`src/rtl/tdes_sequencer.sv`:
```
// tdes_sequencer -- drives one single-DES core through three passes to form
// a 3DES operation (encrypt: E(k1) D(k2) E(k3); decrypt: D(k3) E(k2) D(k1)).
//
// Optional build macro: TDES_TIMEOUT_EN -- adds an 8-bit WAIT timeout counter
// that abandons a pass after TIMEOUT_CYCLES cycles and sets the sticky error.
//
// Ports:
//   HCLK, HRESET           clock (rising edge) / async active-low reset
//   enable                 start request; sampled in IDLE only
//   encryptionType         1 = encrypt, 0 = decrypt
//   data, key1..key3       input block and DES keys (snapshotted on accept)
//   des_start              one-cycle start pulse to the DES core
//   des_decrypt/key/data   per-pass direction, key and block (held per pass)
//   des_done, des_result   completion pulse and result from the DES core
//   outputEnable/Data      final result valid flag and value (held)
//   busy                   high in every state except IDLE
//   overrun                sticky: enable seen while busy
//   error                  sticky: a DES pass timed out (0 without the macro)
module tdes_sequencer #(
  parameter int unsigned TIMEOUT_CYCLES = 64
) (
  input  logic        HCLK,
  input  logic        HRESET,
  input  logic        enable,
  input  logic        encryptionType,
  input  logic [63:0] data,
  input  logic [63:0] key1,
  input  logic [63:0] key2,
  input  logic [63:0] key3,
  output logic        des_start,
  output logic        des_decrypt,
  output logic [63:0] des_key,
  output logic [63:0] des_data,
  input  logic        des_done,
  input  logic [63:0] des_result,
  output logic        outputEnable,
  output logic [63:0] outputData,
  output logic        busy,
  output logic        overrun,
  output logic        error
);

  if (TIMEOUT_CYCLES == 0 || TIMEOUT_CYCLES > 256) begin : g_bad_timeout
    $error("tdes_sequencer: TIMEOUT_CYCLES must be in 1..256");
  end

  typedef enum logic [1:0] {IDLE, START, WAIT, DONE} state_t;

  state_t      st;
  logic [1:0]  pass;
  logic        enc_q;
  logic [63:0] k1_q, k2_q, k3_q;
  logic [63:0] work;

`ifdef TDES_TIMEOUT_EN
  localparam logic [7:0] TO_LAST = 8'(TIMEOUT_CYCLES - 1);
  logic [7:0] tcnt;
  logic       err_q;
  assign error = err_q;
`else
  assign error = 1'b0;
`endif

  assign busy = (st != IDLE);

  // Key for pass p: encrypt walks k1,k2,k3; decrypt walks k3,k2,k1.
  function automatic logic [63:0] pass_key(input logic enc, input logic [1:0] p,
                                           input logic [63:0] a, input logic [63:0] b,
                                           input logic [63:0] c);
    case (p)
      2'd0:    return enc ? a : c;
      2'd1:    return b;
      default: return enc ? c : a;
    endcase
  endfunction

  // The middle pass always runs opposite to the overall direction.
  function automatic logic pass_dec(input logic enc, input logic [1:0] p);
    return enc ? (p == 2'd1) : (p != 2'd1);
  endfunction

  always_ff @(posedge HCLK or negedge HRESET) begin
    if (!HRESET) begin
      st           <= IDLE;
      pass         <= '0;
      enc_q        <= 1'b0;
      k1_q         <= '0;
      k2_q         <= '0;
      k3_q         <= '0;
      work         <= '0;
      des_start    <= 1'b0;
      des_decrypt  <= 1'b0;
      des_key      <= '0;
      des_data     <= '0;
      outputEnable <= 1'b0;
      outputData   <= '0;
      overrun      <= 1'b0;
`ifdef TDES_TIMEOUT_EN
      tcnt         <= '0;
      err_q        <= 1'b0;
`endif
    end else begin
      des_start <= 1'b0;
      case (st)
        IDLE: begin
          if (enable) begin
            enc_q        <= encryptionType;
            k1_q         <= key1;
            k2_q         <= key2;
            k3_q         <= key3;
            work         <= data;
            pass         <= '0;
            overrun      <= 1'b0;
            outputEnable <= 1'b0;
`ifdef TDES_TIMEOUT_EN
            err_q        <= 1'b0;
`endif
            // Pass 0 is loaded straight from the inputs on the accept edge
            // so des_start can be high during the START cycle itself.
            des_start    <= 1'b1;
            des_key      <= encryptionType ? key1 : key3;
            des_data     <= data;
            des_decrypt  <= ~encryptionType;
            st           <= START;
          end
        end
        START: begin
          if (enable) overrun <= 1'b1;
`ifdef TDES_TIMEOUT_EN
          tcnt <= '0;
`endif
          st <= WAIT;
        end
        WAIT: begin
          if (enable) overrun <= 1'b1;
          if (des_done) begin
            work <= des_result;
            if (pass != 2'd2) begin
              pass        <= pass + 2'd1;
              des_start   <= 1'b1;
              des_key     <= pass_key(enc_q, pass + 2'd1, k1_q, k2_q, k3_q);
              des_decrypt <= pass_dec(enc_q, pass + 2'd1);
              des_data    <= des_result;
              st          <= START;
            end else begin
              st <= DONE;
            end
          end
`ifdef TDES_TIMEOUT_EN
          else if (tcnt == TO_LAST) begin
            err_q <= 1'b1;
            st    <= IDLE;
          end else begin
            tcnt <= tcnt + 8'd1;
          end
`endif
        end
        DONE: begin
          if (enable) overrun <= 1'b1;
          outputData   <= work;
          outputEnable <= 1'b1;
          st           <= IDLE;
        end
        default: st <= IDLE;
      endcase
    end
  end

endmodule

```
`config.mk`:
```
export PLATFORM = sky130hd
export DESIGN_NAME = tdes_sequencer
export DESIGN_NICKNAME = d
export VERILOG_FILES = /design/src/rtl/tdes_sequencer.sv
export SDC_FILE = /design/constraint.sdc
export NUM_CORES = 1
export LEC_CHECK = 0
export BUFFER_PORTS_ARGS = -buffer_cell sky130_fd_sc_hd__buf_4
export CAP_MARGIN = 30
export CORE_AREA = 2 2 206 208
export CTS_CLUSTER_DIAMETER = 80
export DETAILED_ROUTE_END_ITERATION = 12
export DIE_AREA = 0 0 208 210
export HOLD_SLACK_MARGIN = 0.02
export PLACE_DENSITY = 0.77
export SYNTH_ARGS = -nofsm -noshare
export SYNTH_HDL_FRONTEND = slang
export SYNTH_SLANG_ARGS = --single-unit
export TNS_END_PERCENT = 10
```
`constraint.sdc`:
```
create_clock -name HCLK -period 6 [get_ports HCLK]
set_clock_uncertainty 0.15 [all_clocks]
set_input_delay 0.9 -clock HCLK [delete_from_list [all_inputs] [get_ports HCLK]]
set_output_delay 0.9 -clock HCLK [all_outputs]
set_load 0.05 [all_outputs]
```
==> summary.txt <==
Run status
  • Outcome: complete, no violations

Floorplanning
  • Die width: about 210 um
  • Core Region: 41500 sq um
  • Chip Height: ~210 um
  • Initial core utilization: 51.4%
  • DIE AREA: around 44000 sq um
  • IO Count: 523
  • Rows: 75

Global routing
  • GR Overflow Total: 0
  • Initial antenna violation count: 2
  • First-pass GRT wire length: 106000 um
  • Largest net degree at the start of global routing: roughly 200
  • Tot GR Track Use: 30.5%
  • Vias in the first global route: 19051

Detailed routing
  • Post-DR vias/cell: 5.74
  • Drt first pass iters: 7
  • Vias: ~18000
  • Drt drc: 0
  • Number of nets with antenna violations after routing: 0
  • Initial drt markers: 1560
  • WL/cell: 21.0 um
  • Drt total wl: 67400 um

Power and ir drop
  • Internal power: 9.49 mW
  • Peak supply drop: 0.000391 V
  • Cell Pwr Density: approximately 650 nW/um^2
  • LEAKAGE: 13.7 nW
  • Comb power frac: 49.8%
  • Sw frac: 45.8%
  • Total Power: 17.5 mW
  • Clock network power share: 17.8%
  • NetSw: approximately 8 mW
  • Sequential power share: 32.4%

Synthesis
  • Gate Count Post-Synth: ~2200
  • Synthesized area: 21300 sq um
  • Mean post-synth cell area: between 9 and 10 sq um
  • Compound-gate portion of the synthesized area: between 10% and 20%
  • Synth Area in Simple Gates: 17.9%
  • Synth Register Bits: 457
  • Post-Syn Nets: 2527
  • Async SR Flop Fraction: 100%
  • Post-synthesis sequential area ratio: between 50% and 60%
  • Synth warn: 0
  • Post-synthesis xor/xnor area fraction: 0.0411%
  • Main combinational cell family by area after synthesis: simple AND/OR/NAND/NOR gates
  • Netlist cell types: 35
  • Number of synthesized flops with an enable pin: 0
  • Synth Area in Adders: less than 1%
  • Prevailing post-synth register cell: dfrtp_1
  • Mux contribution to synthesized area: 12.4%

Hold path
  • Min-Delay Path Class: in2async

Clock tree
  • Worst-skew pair later-pin latency: 570 ps
  • CTS root buf: clkbuf_16
  • CTS max path bufs: 3
  • Post-cts sizing count: 0
  • Clk sinks: 457
  • Worst-path clk slew: 60 ps
  • Total CTS buffers: 50
  • H-tree depth: 2
  • Buffer count from post-CTS setup fixing: 0
  • TritonCTS clock tree: yes
  • Hold buffers post-CTS: 0

STA
  • Rel. slew slack: 30.2%
  • Fmax: 0.327 GHz
  • RSZ-0062 raised after global routing: no
  • Fin crit period: around 3000 ps
  • Tightest Pin Transition: 1050 ps
  • Slew Limit Fails: 0
  • Hold Fails Final Rpt: 0
  • Setup tns final: 0 ps
  • Final Setup Violations: 0
  • Final period util: 51.0%
  • Worst setup margin: approximately 3000 ps

Worst setup path
  • WP data required: 6310 ps
  • WS Path Type: reg2reg
  • Crit Reg-Reg Startpoint: pass[0]
  • Flop-to-flop setup slack: 2940 ps
  • Startpoint Class: flip-flop
  • R2r worst-path depth: 7
  • Worst Setup SP: pass[0]
  • Setup crit end kind: flip-flop
  • CP max FO: 63
  • RR Endpoint: des_key[0]
  • Critical Path AT: 3370 ps

Finish
  • Footprint of the multi-input gates: 9100 sq um
  • Area growth from synthesis to layout: 27.1%
  • Register area: 11400 sq um
  • Fill cells: 3212
  • Fin util: between 60% and 70%
  • Nets: 2959
  • Layout cells sized above 1: 25.7%

Placement
  • DP HPWL: 44300 um
  • Dpl ws: 2940 ps
  • Placer Congestion: 0.862
  • Port Buf Inserts: 521

Job
  • Max-cap violations: 0
==> routing by layer <==
layer	global-route usage, %	vias to the layer above	wire [um]
li1	-	8350	-
met1	39.3	9068	26600
met2	49.5	825	32300
met3	6.79	191	5630
met4	13.6	2	2940
met5	0	-	14
==> through the flow <==
| stage | hold slack (ps) | cell area (sq um) | cells |
|---|---|---|---|
| after floorplan | 296 | 21300 | 2199 |
| after global placement | 310 | 25400 | 3118 |
| after detailed placement | 312 | 25400 | 3118 |
| after CTS | 295 | 27100 | 3211 |
| after global routing | 335 | 27100 | 3212 |
| final | 264 | 27100 | 3212 |
==> area by class of cell <==
class                           count  area share (%)
Sequential cell                   457            42.2
Multi-Input combinational cell   1572            33.6
Timing Repair Buffer              543            15.4
Clock buffer                       78            5.69
Tap cell                          539            2.49
Clock inverter                     15           0.513
Inverter                            7           0.106
Antenna cell                        1         0.00924
==> cell usage in the layout (no fill, tap or decap), drive strengths merged, types with 8 or more instances in the layout <==
| master | instances |
|---|---|
| nor2 | 134 |
| a2bb2oi | 63 |
| and3b | 63 |
| inv | 8 |
| buf | 543 |
| a32o | 64 |
| mux2 | 64 |
| a21oi | 67 |
| o21ai | 196 |
| dfrtp | 457 |
| nand2 | 711 |
| clkbuf | 78 |
| clkinv | 9 |
| mux2i | 193 |
==> Yosys cell counts, drive strengths merged, types with 2 or more instances <==
master | count | share of area, %
a21oi | 67 | 1.6
a2bb2oi | 63 | 2.6
a32o | 64 | 3.0
and3b | 63 | 2.6
buf | 91 | 2.5
clkbuf | 72 | 1.3
dfrtp | 457 | 54
ha | 3 | 0.18
inv | 7 | 0.12
mux2 | 64 | 3.4
mux2i | 193 | 9.1
nand2 | 711 | 13
nand2b | 2 | 0.059
nand3 | 2 | 0.11
nor2 | 134 | 2.4
nor3 | 2 | 0.12
o21ai | 196 | 4.6
==> worst max-delay path by stage <==
stage / slack [ps] / cells after the start / endpoint
detailed placement: 2940 / 5 / des_key[13]
finish: 2940 / 7 / des_key[0]
global route: 2820 / 7 / des_key[0]
global placement: 2970 / 5 / des_key[13]
floorplan: 3740 / 6 / des_key[0]
CTS: 2930 / 7 / des_key[0]
==> cells by family (layout without fill, tap and decap cells) <==
logic type | after synthesis | in the layout
other | 1 | 2
flip-flops | 457 | 457
AND/OR/NAND/NOR | 918 | 918
multiplexers | 257 | 257
AO/OA/AOI/OAI | 392 | 392
XOR/XNOR | 1 | 1
buffers and inverters | 170 | 643
adder cells (fa/ha/maj) | 3 | 3
==> flip-flops by register name, summed over array words and instances (netlist names) <==
signal and cells:
work 64, pass 2, overrun 1, des_key 64
outputEnable 1, enc_q 1, k3_q 64, outputData 64
k1_q 64, des_data 64, des_decrypt 1, st 2
k2_q 64, des_start 1
==> critical path, stage by stage, from the launching register on <==
cell       delay, ps
dfrtp_1          380
inv_1             80
ha_2             590
buf_4            590
nand3_4          100
buf_4            440
a2bb2oi_1        260
a32o_1           310
==> power by group through the flow <==
| stage | Sequential, mW | Clock [mW] | Combinational (mW) |
|---|---|---|---|
| finish | 5.67 | 3.11 | 8.74 |
| global placement | 5.60 | 0 | 8.46 |
| global route | 5.85 | 3.30 | 9.35 |
| detailed placement | 5.68 | 0 | 8.70 |
| CTS | 5.65 | 3.15 | 8.73 |
| floorplan | 7.55 | 0 | 4.08 |
No activity file was read; power rests on OpenSTA's default activity.
